File: src/rtl/fs_scan_sequencer.sv
// Raster-order pixel job sequencer for the Floyd-Steinberg datapath: issues one pixel
// per valid/ready handshake, waits for write-back, with optional pacing, abort and frame-done pulse.
module fs_scan_sequencer #(
  parameter  int unsigned IMAGEX      = 64,
  parameter  int unsigned IMAGEY      = 64,
  parameter  int unsigned ADDR_W      = 16,
  parameter  int unsigned PACE_CYCLES = 0,
  localparam int unsigned X_W         = $clog2(IMAGEX),
  localparam int unsigned Y_W         = $clog2(IMAGEY)
) (
  input  logic              clk,
  input  logic              rst,
  input  logic              i_start,
  input  logic              i_abort,
  input  logic              i_pace_en,
  output logic              o_px_valid,
  input  logic              i_px_ready,
  output logic [ADDR_W-1:0] o_px_addr,
  output logic [X_W-1:0]    o_px_x,
  output logic [Y_W-1:0]    o_px_y,
  output logic [3:0]        o_edge_mask,
  input  logic              i_dp_done,
  output logic              o_busy,
  output logic              o_frame_done,
  output logic [ADDR_W-1:0] o_pixel_count
);

  localparam int unsigned PC_W      = (PACE_CYCLES > 0) ? $clog2(PACE_CYCLES + 1) : 1;
  localparam int unsigned PACE_LAST = (PACE_CYCLES > 0) ? PACE_CYCLES - 1 : 0;

  typedef enum logic [2:0] {
    S_IDLE,
    S_ISSUE,
    S_WAIT_DONE,
    S_PACE,
    S_DONE
  } state_t;

  state_t            r_state;
  state_t            w_state_nxt;
  logic [X_W-1:0]    r_x, w_x_nxt;
  logic [Y_W-1:0]    r_y, w_y_nxt;
  logic [ADDR_W-1:0] r_addr, w_addr_nxt;
  logic [ADDR_W-1:0] r_cnt, w_cnt_nxt;
  logic [PC_W-1:0]   r_pace, w_pace_nxt;
  logic              r_valid, r_busy, r_frame_done;
  logic [3:0]        r_mask, w_mask_nxt;
  logic              w_last_x, w_last_y;

  assign w_last_x = (r_x == X_W'(IMAGEX - 1));
  assign w_last_y = (r_y == Y_W'(IMAGEY - 1));

  // Next-state and counter update; abort overrides every other event outside IDLE
  always_comb begin
    w_state_nxt = r_state;
    w_x_nxt     = r_x;
    w_y_nxt     = r_y;
    w_addr_nxt  = r_addr;
    w_cnt_nxt   = r_cnt;
    w_pace_nxt  = r_pace;
    if ((r_state != S_IDLE) && i_abort) begin
      w_state_nxt = S_IDLE;
    end else begin
      case (r_state)
        S_IDLE: begin
          if (i_start && !i_abort) begin
            w_state_nxt = S_ISSUE;
            w_x_nxt     = '0;
            w_y_nxt     = '0;
            w_addr_nxt  = '0;
            w_cnt_nxt   = '0;
            w_pace_nxt  = '0;
          end
        end
        S_ISSUE: begin
          if (i_px_ready) w_state_nxt = S_WAIT_DONE;
        end
        S_WAIT_DONE: begin
          if (i_dp_done) begin
            w_cnt_nxt = r_cnt + ADDR_W'(1);
            if (w_last_x && w_last_y) begin
              w_state_nxt = S_DONE;
            end else begin
              w_addr_nxt = r_addr + ADDR_W'(1);
              if (w_last_x) begin
                w_x_nxt = '0;
                w_y_nxt = r_y + Y_W'(1);
              end else begin
                w_x_nxt = r_x + X_W'(1);
              end
              if (i_pace_en && (PACE_CYCLES > 0)) begin
                w_state_nxt = S_PACE;
                w_pace_nxt  = '0;
              end else begin
                w_state_nxt = S_ISSUE;
              end
            end
          end
        end
        S_PACE: begin
          if (r_pace == PC_W'(PACE_LAST)) begin
            w_state_nxt = S_ISSUE;
            w_pace_nxt  = '0;
          end else begin
            w_pace_nxt = r_pace + PC_W'(1);
          end
        end
        S_DONE:  w_state_nxt = S_IDLE;
        default: w_state_nxt = S_IDLE;
      endcase
    end
  end

  // Neighbour-existence mask for the position presented next cycle
  always_comb begin
    w_mask_nxt    = '0;
    w_mask_nxt[0] = (w_x_nxt != X_W'(IMAGEX - 1));
    w_mask_nxt[1] = (w_y_nxt != Y_W'(IMAGEY - 1)) && (w_x_nxt != '0);
    w_mask_nxt[2] = (w_y_nxt != Y_W'(IMAGEY - 1));
    w_mask_nxt[3] = (w_y_nxt != Y_W'(IMAGEY - 1)) && (w_x_nxt != X_W'(IMAGEX - 1));
  end

  always_ff @(posedge clk or posedge rst) begin
    if (rst) begin
      r_state      <= S_IDLE;
      r_x          <= '0;
      r_y          <= '0;
      r_addr       <= '0;
      r_cnt        <= '0;
      r_pace       <= '0;
      r_valid      <= 1'b0;
      r_busy       <= 1'b0;
      r_frame_done <= 1'b0;
      r_mask       <= 4'b1101;
    end else begin
      r_state      <= w_state_nxt;
      r_x          <= w_x_nxt;
      r_y          <= w_y_nxt;
      r_addr       <= w_addr_nxt;
      r_cnt        <= w_cnt_nxt;
      r_pace       <= w_pace_nxt;
      r_valid      <= (w_state_nxt == S_ISSUE);
      r_busy       <= (w_state_nxt != S_IDLE);
      r_frame_done <= (w_state_nxt == S_DONE);
      r_mask       <= w_mask_nxt;
    end
  end

  assign o_px_valid    = r_valid;
  assign o_px_addr     = r_addr;
  assign o_px_x        = r_x;
  assign o_px_y        = r_y;
  assign o_edge_mask   = r_mask;
  assign o_busy        = r_busy;
  assign o_frame_done  = r_frame_done;
  assign o_pixel_count = r_cnt;

endmodule

File: config.mk
export PLATFORM = sky130hd
export DESIGN_NAME = fs_scan_sequencer
export DESIGN_NICKNAME = d
export VERILOG_FILES = /design/src/rtl/fs_scan_sequencer.sv
export SDC_FILE = /design/constraint.sdc
export NUM_CORES = 1
export LEC_CHECK = 0
export CORE_AREA = 2 2 79 81
export DETAILED_ROUTE_END_ITERATION = 16
export DIE_AREA = 0 0 81 83
export PLACE_DENSITY = 0.76
export SYNTH_ARGS = -nofsm -noshare
export SYNTH_HDL_FRONTEND = slang
export SYNTH_SLANG_ARGS = --single-unit
File: constraint.sdc
create_clock -name clk -period 2.9 [get_ports clk]
set_input_delay 0.58 -clock clk [delete_from_list [all_inputs] [get_ports clk]]
set_output_delay 0.58 -clock clk [all_outputs]
set_load 0.01 [all_outputs]
==> run summary <==
The flow ran to the end, and the final reports show no timing, DRC or antenna violations. For this block, the initial DRC count from the detailed router was 163. The routed wire length is 6.65 mm. For this run, asynchronously set or reset flops after synthesis account for 100%. The type of element launching the critical path is an input port. In this run the standard cell core region covers 5820 µm². For this run, the leading register cell type out of synthesis is sky130_fd_sc_hd__dfrtp_1. For the final database, setup skew stands at about 9.1 ps. The sequential cell area is 1360 µm². The number of hold violations in the final report came out at 0.

The fraction of layout cells with a size suffix above 1 is 11.9%. The average wire per standard cell came out at roughly 15 µm. The multi-input combinational cells in the finished layout cover a total of 1380 µm². The required time at the endpoint of the critical path came out at 3090 ps. The per-instance average area after synthesis is 9.43 µm². The total via count in the routed design came out at 2,514. The area of the die is 6720 µm². The number of filler instances in the final layout came out at 522. The root buffer cell is sky130_fd_sc_hd__clkbuf_8. The number of max-cap violations is 0. The maximum fanout along the worst path came out at 4. The fraction of the cycle the final worst path needs is roughly nine tenths. The remaining global-route overflow came out at 0.

Yosys attributes the largest share of cell area to sky130_fd_sc_hd__dfrtp_1 45%, sky130_fd_sc_hd__nand2_1 4.7%, sky130_fd_sc_hd__nor2_1 4.7%, sky130_fd_sc_hd__xnor2_1 4.7%, sky130_fd_sc_hd__dfstp_2 2.8%. Setup repair after global routing left no endpoint under its margin. The post-synthesis cell area is 2820 µm².

The post-synth net total is 310. In this run the worst hold path is classified as reg2reg. During I/O placement, the number of pins put on the boundary was 58. In this run, distinct cell masters in the synthesized netlist total 54. The maximum resistive drop on vdd is between 0.2 and 0.25 mV. The DRC violation count after routing came out at 0. The cell count after synthesis came out at 299. Measured along the x axis, the die boundary spans 81 µm. The number of endpoints failing setup at the final stage is 0. The number of clock sinks seen by CTS is 54.

The estimated wirelength of the detail-placed design came out at about 5.1 mm. The number of enable-type register cells in the synthesized netlist is 0. Entering global routing, the biggest net connects 31 pins. The area overhead of the layout relative to synthesis came out at 32.0%. The number of iterations in the first detailed-routing pass came out at 4. The number of max-slew violations in the final report came to 0. Derived from the worst setup path, the maximum achievable clock frequency is 376 MHz. The last weighted congestion value of the routability-driven placer is roughly 0.86. The height of the chip came out at 83 µm. The via count of the first global-routing pass came out at 2,356. Buffers placed on the I/O ports in this run total 56. The number of H-tree branching levels is 2.

0 antenna diodes ended up in the layout. In this run the tightest slew margin relative to its limit is 54.9%. sky130_fd_sc_hd__dfrtp_1 takes more of the synthesized area than any other cell. At the placement stage, the worst setup path has a slack of -76.1 ps. The clock passes through at most 2 buffers. Clock tree synthesis inserted a total of 5 buffers. The post-CTS setup-driven buffer insertion count came out at 0. Data arrives at the worst endpoint at around 2900 ps. The smallest setup slack after layout is between 200 and 250 ps.

STA classifies the critical path endpoint as a flop. The area share of the largest cell type after synthesis came out at 45.3%. The number of nets in the finished design came out at 387. The post-CTS resize count came out at 0. The flip-flop and latch count after synthesis came out at 54.

The post-route minimum period is around 2700 ps. The starting density of the core is between 40 and 50%. The initial antenna violation count came out at 0. The power density normalized to cell area is 355 nW/µm². Global routing used 21.0% of the available tracks.

The number of hold buffers added after CTS was 0. The total power consumption of the routed design is about 1300 µW. The first global-routing pass estimated 11.1 mm of wire. The sequential element share of the synthesized area came out at 48.1%. The TritonCTS clock tree is built.

The setup path with the least slack is of type in2reg. Clock latency on the worst-skew pair, taken at its later pin, is 310 ps. For the pin with the worst max-slew slack, the measured transition is 671 ps.

Yosys printed 0 warnings. The post-detailed-route count of antenna-violating nets is 0. The clock-pin transition on the worst setup and hold timing paths is 100 ps. The leakage power summed over all cells is 0.00158 µW. The placement row count is 28. The average vias per placed instance came out at 5.56.
## through the flow
| step | instances | util [%] | setup TNS [ps] | hold slack (ps) | area [µm²] |
|---|---|---|---|---|---|
| after floorplan | 299 | - | 0 | 538 | 2820 |
| after global routing | 452 | 64.0 | 0 | 595 | 3720 |
| after CTS | 452 | 64.0 | 0 | 559 | 3720 |
| final | 452 | 64.0 | 0 | 555 | 3720 |
| after detailed placement | 444 | 62.5 | -149 | 536 | 3640 |
| after global placement | 444 | 62.5 | -77.8 | 523 | 3640 |
## synth_stat cells, types with 6 or more instances
cell                       count
sky130_fd_sc_hd__xnor2_1      15
sky130_fd_sc_hd__inv_1        12
sky130_fd_sc_hd__a21oi_1       9
sky130_fd_sc_hd__and3_1       11
sky130_fd_sc_hd__clkbuf_1      9
sky130_fd_sc_hd__or3_1         8
sky130_fd_sc_hd__dfrtp_1      51
sky130_fd_sc_hd__nand2_1      35
sky130_fd_sc_hd__xor2_1        9
sky130_fd_sc_hd__nor3_1       10
sky130_fd_sc_hd__o21ai_0       6
sky130_fd_sc_hd__nand3_1       9
sky130_fd_sc_hd__nand4_1       6
sky130_fd_sc_hd__nor2_1       35
## worst max-delay path, cell delays in order
cell	delay, ps
sky130_fd_sc_hd__clkdlybuf4s50_1	460
sky130_fd_sc_hd__or3_4	360
sky130_fd_sc_hd__or2_0	250
sky130_fd_sc_hd__a31o_1	200
sky130_fd_sc_hd__a32o_1	230
sky130_fd_sc_hd__or4_1	530
sky130_fd_sc_hd__o31a_1	250
## final timing paths
path	from	end	slack, ps	cells after the start
max	i_abort	o_edge_mask[1]$_DFF_PP0_	240	7
min	o_pixel_count[1]$_DFFE_PP0P_	o_pixel_count[1]$_DFFE_PP0P_	560	2
max reg2reg	o_px_x[1]$_DFF_PP0_	o_edge_mask[1]$_DFF_PP0_	290	7
min reg2reg	o_pixel_count[1]$_DFFE_PP0P_	o_pixel_count[1]$_DFFE_PP0P_	560	2
max in group asynchronous	rst	o_edge_mask[3]$_DFF_PP1_	1560	3
min in group asynchronous	rst	o_pixel_count[13]$_DFFE_PP0P_	690	2
## logic make-up (layout without fill, tap and decap cells)
kind of cell / count (synthesis) / count (layout) / synth area share [%]
and+or+nand+nor: 147 / 147 / 26.9
DFF: 54 / 54 / 48.1
muxes: 2 / 2 / 0.710
xor gates and xnor gates: 24 / 24 / 7.46
buffers and inverters: 23 / 101 / 3.15
AOI/OAI and AO/OA: 45 / 45 / 11.9
adders and majority gates: 4 / 4 / 1.78
## routing by layer
metal / GRT usage, % / wire, µm / vias up
li1: - / - / 1220
met2: 33.9 / 3290 / 84
met5: 0 / 0 / -
met1: 29.3 / 2920 / 1208
met3: 4.57 / 408 / 2
met4: 3.85 / 34 / 0
## state kept, by name, summed over array words and instances, names as in the netlist
| name | flops |
|---|---|
| o_pixel_count | 16 |
| r_state | 3 |
| o_busy | 1 |
| o_px_valid | 1 |
| o_px_y | 6 |
| o_frame_done | 1 |
| o_px_x | 6 |
| o_px_addr | 16 |
| o_edge_mask | 4 |
## cell type report
class                           instances  share of cell area [%]
Sequential cell                        54                    36.4
Multi-Input combinational cell        222                    37.1
Inverter                               12                    1.21
Tap cell                               75                    2.52
Clock buffer                            6                    1.95
Timing Repair Buffer                   81                    20.4
Clock inverter                          2                   0.370
## power breakdown
part / leakage [µW] / internal (µW) / switching [µW]
Sequential: 0.000739 / 766 / 14.4
Clock: 0.0000452 / 171 / 240
Combinational: 0.000801 / 60.9 / 70.4
## cell usage in the layout (no fill, tap or decap), drive strengths merged, types with 2 or more instances in the layout
master | Yosys | layout
nor3b | 2 | 2
a32o | 2 | 2
dfrtp | 51 | 51
buf | 2 | 25
nand4 | 6 | 6
inv | 12 | 12
clkbuf | 9 | 6
a41oi | 3 | 3
o32a | 2 | 2
a21oi | 9 | 9
xnor2 | 15 | 15
o31ai | 2 | 2
o2111ai | 2 | 2
mux2i | 2 | 2
or3 | 9 | 9
o311ai | 2 | 2
nand4b | 2 | 2
o21ai | 6 | 6
clkinv | 0 | 2
nor2 | 35 | 35
and2 | 5 | 5
and3 | 11 | 11
o211ai | 2 | 2
a211oi | 3 | 3
clkdlybuf4s50 | 0 | 56
nand2 | 35 | 35
ha | 4 | 4
or2 | 5 | 5
xor2 | 9 | 9
nand3 | 9 | 9
nor4 | 5 | 5
nor2b | 2 | 2
nor3 | 11 | 11
dfstp | 3 | 3
and4 | 4 | 4
Note: power is estimated with default switching activity, not from simulation.
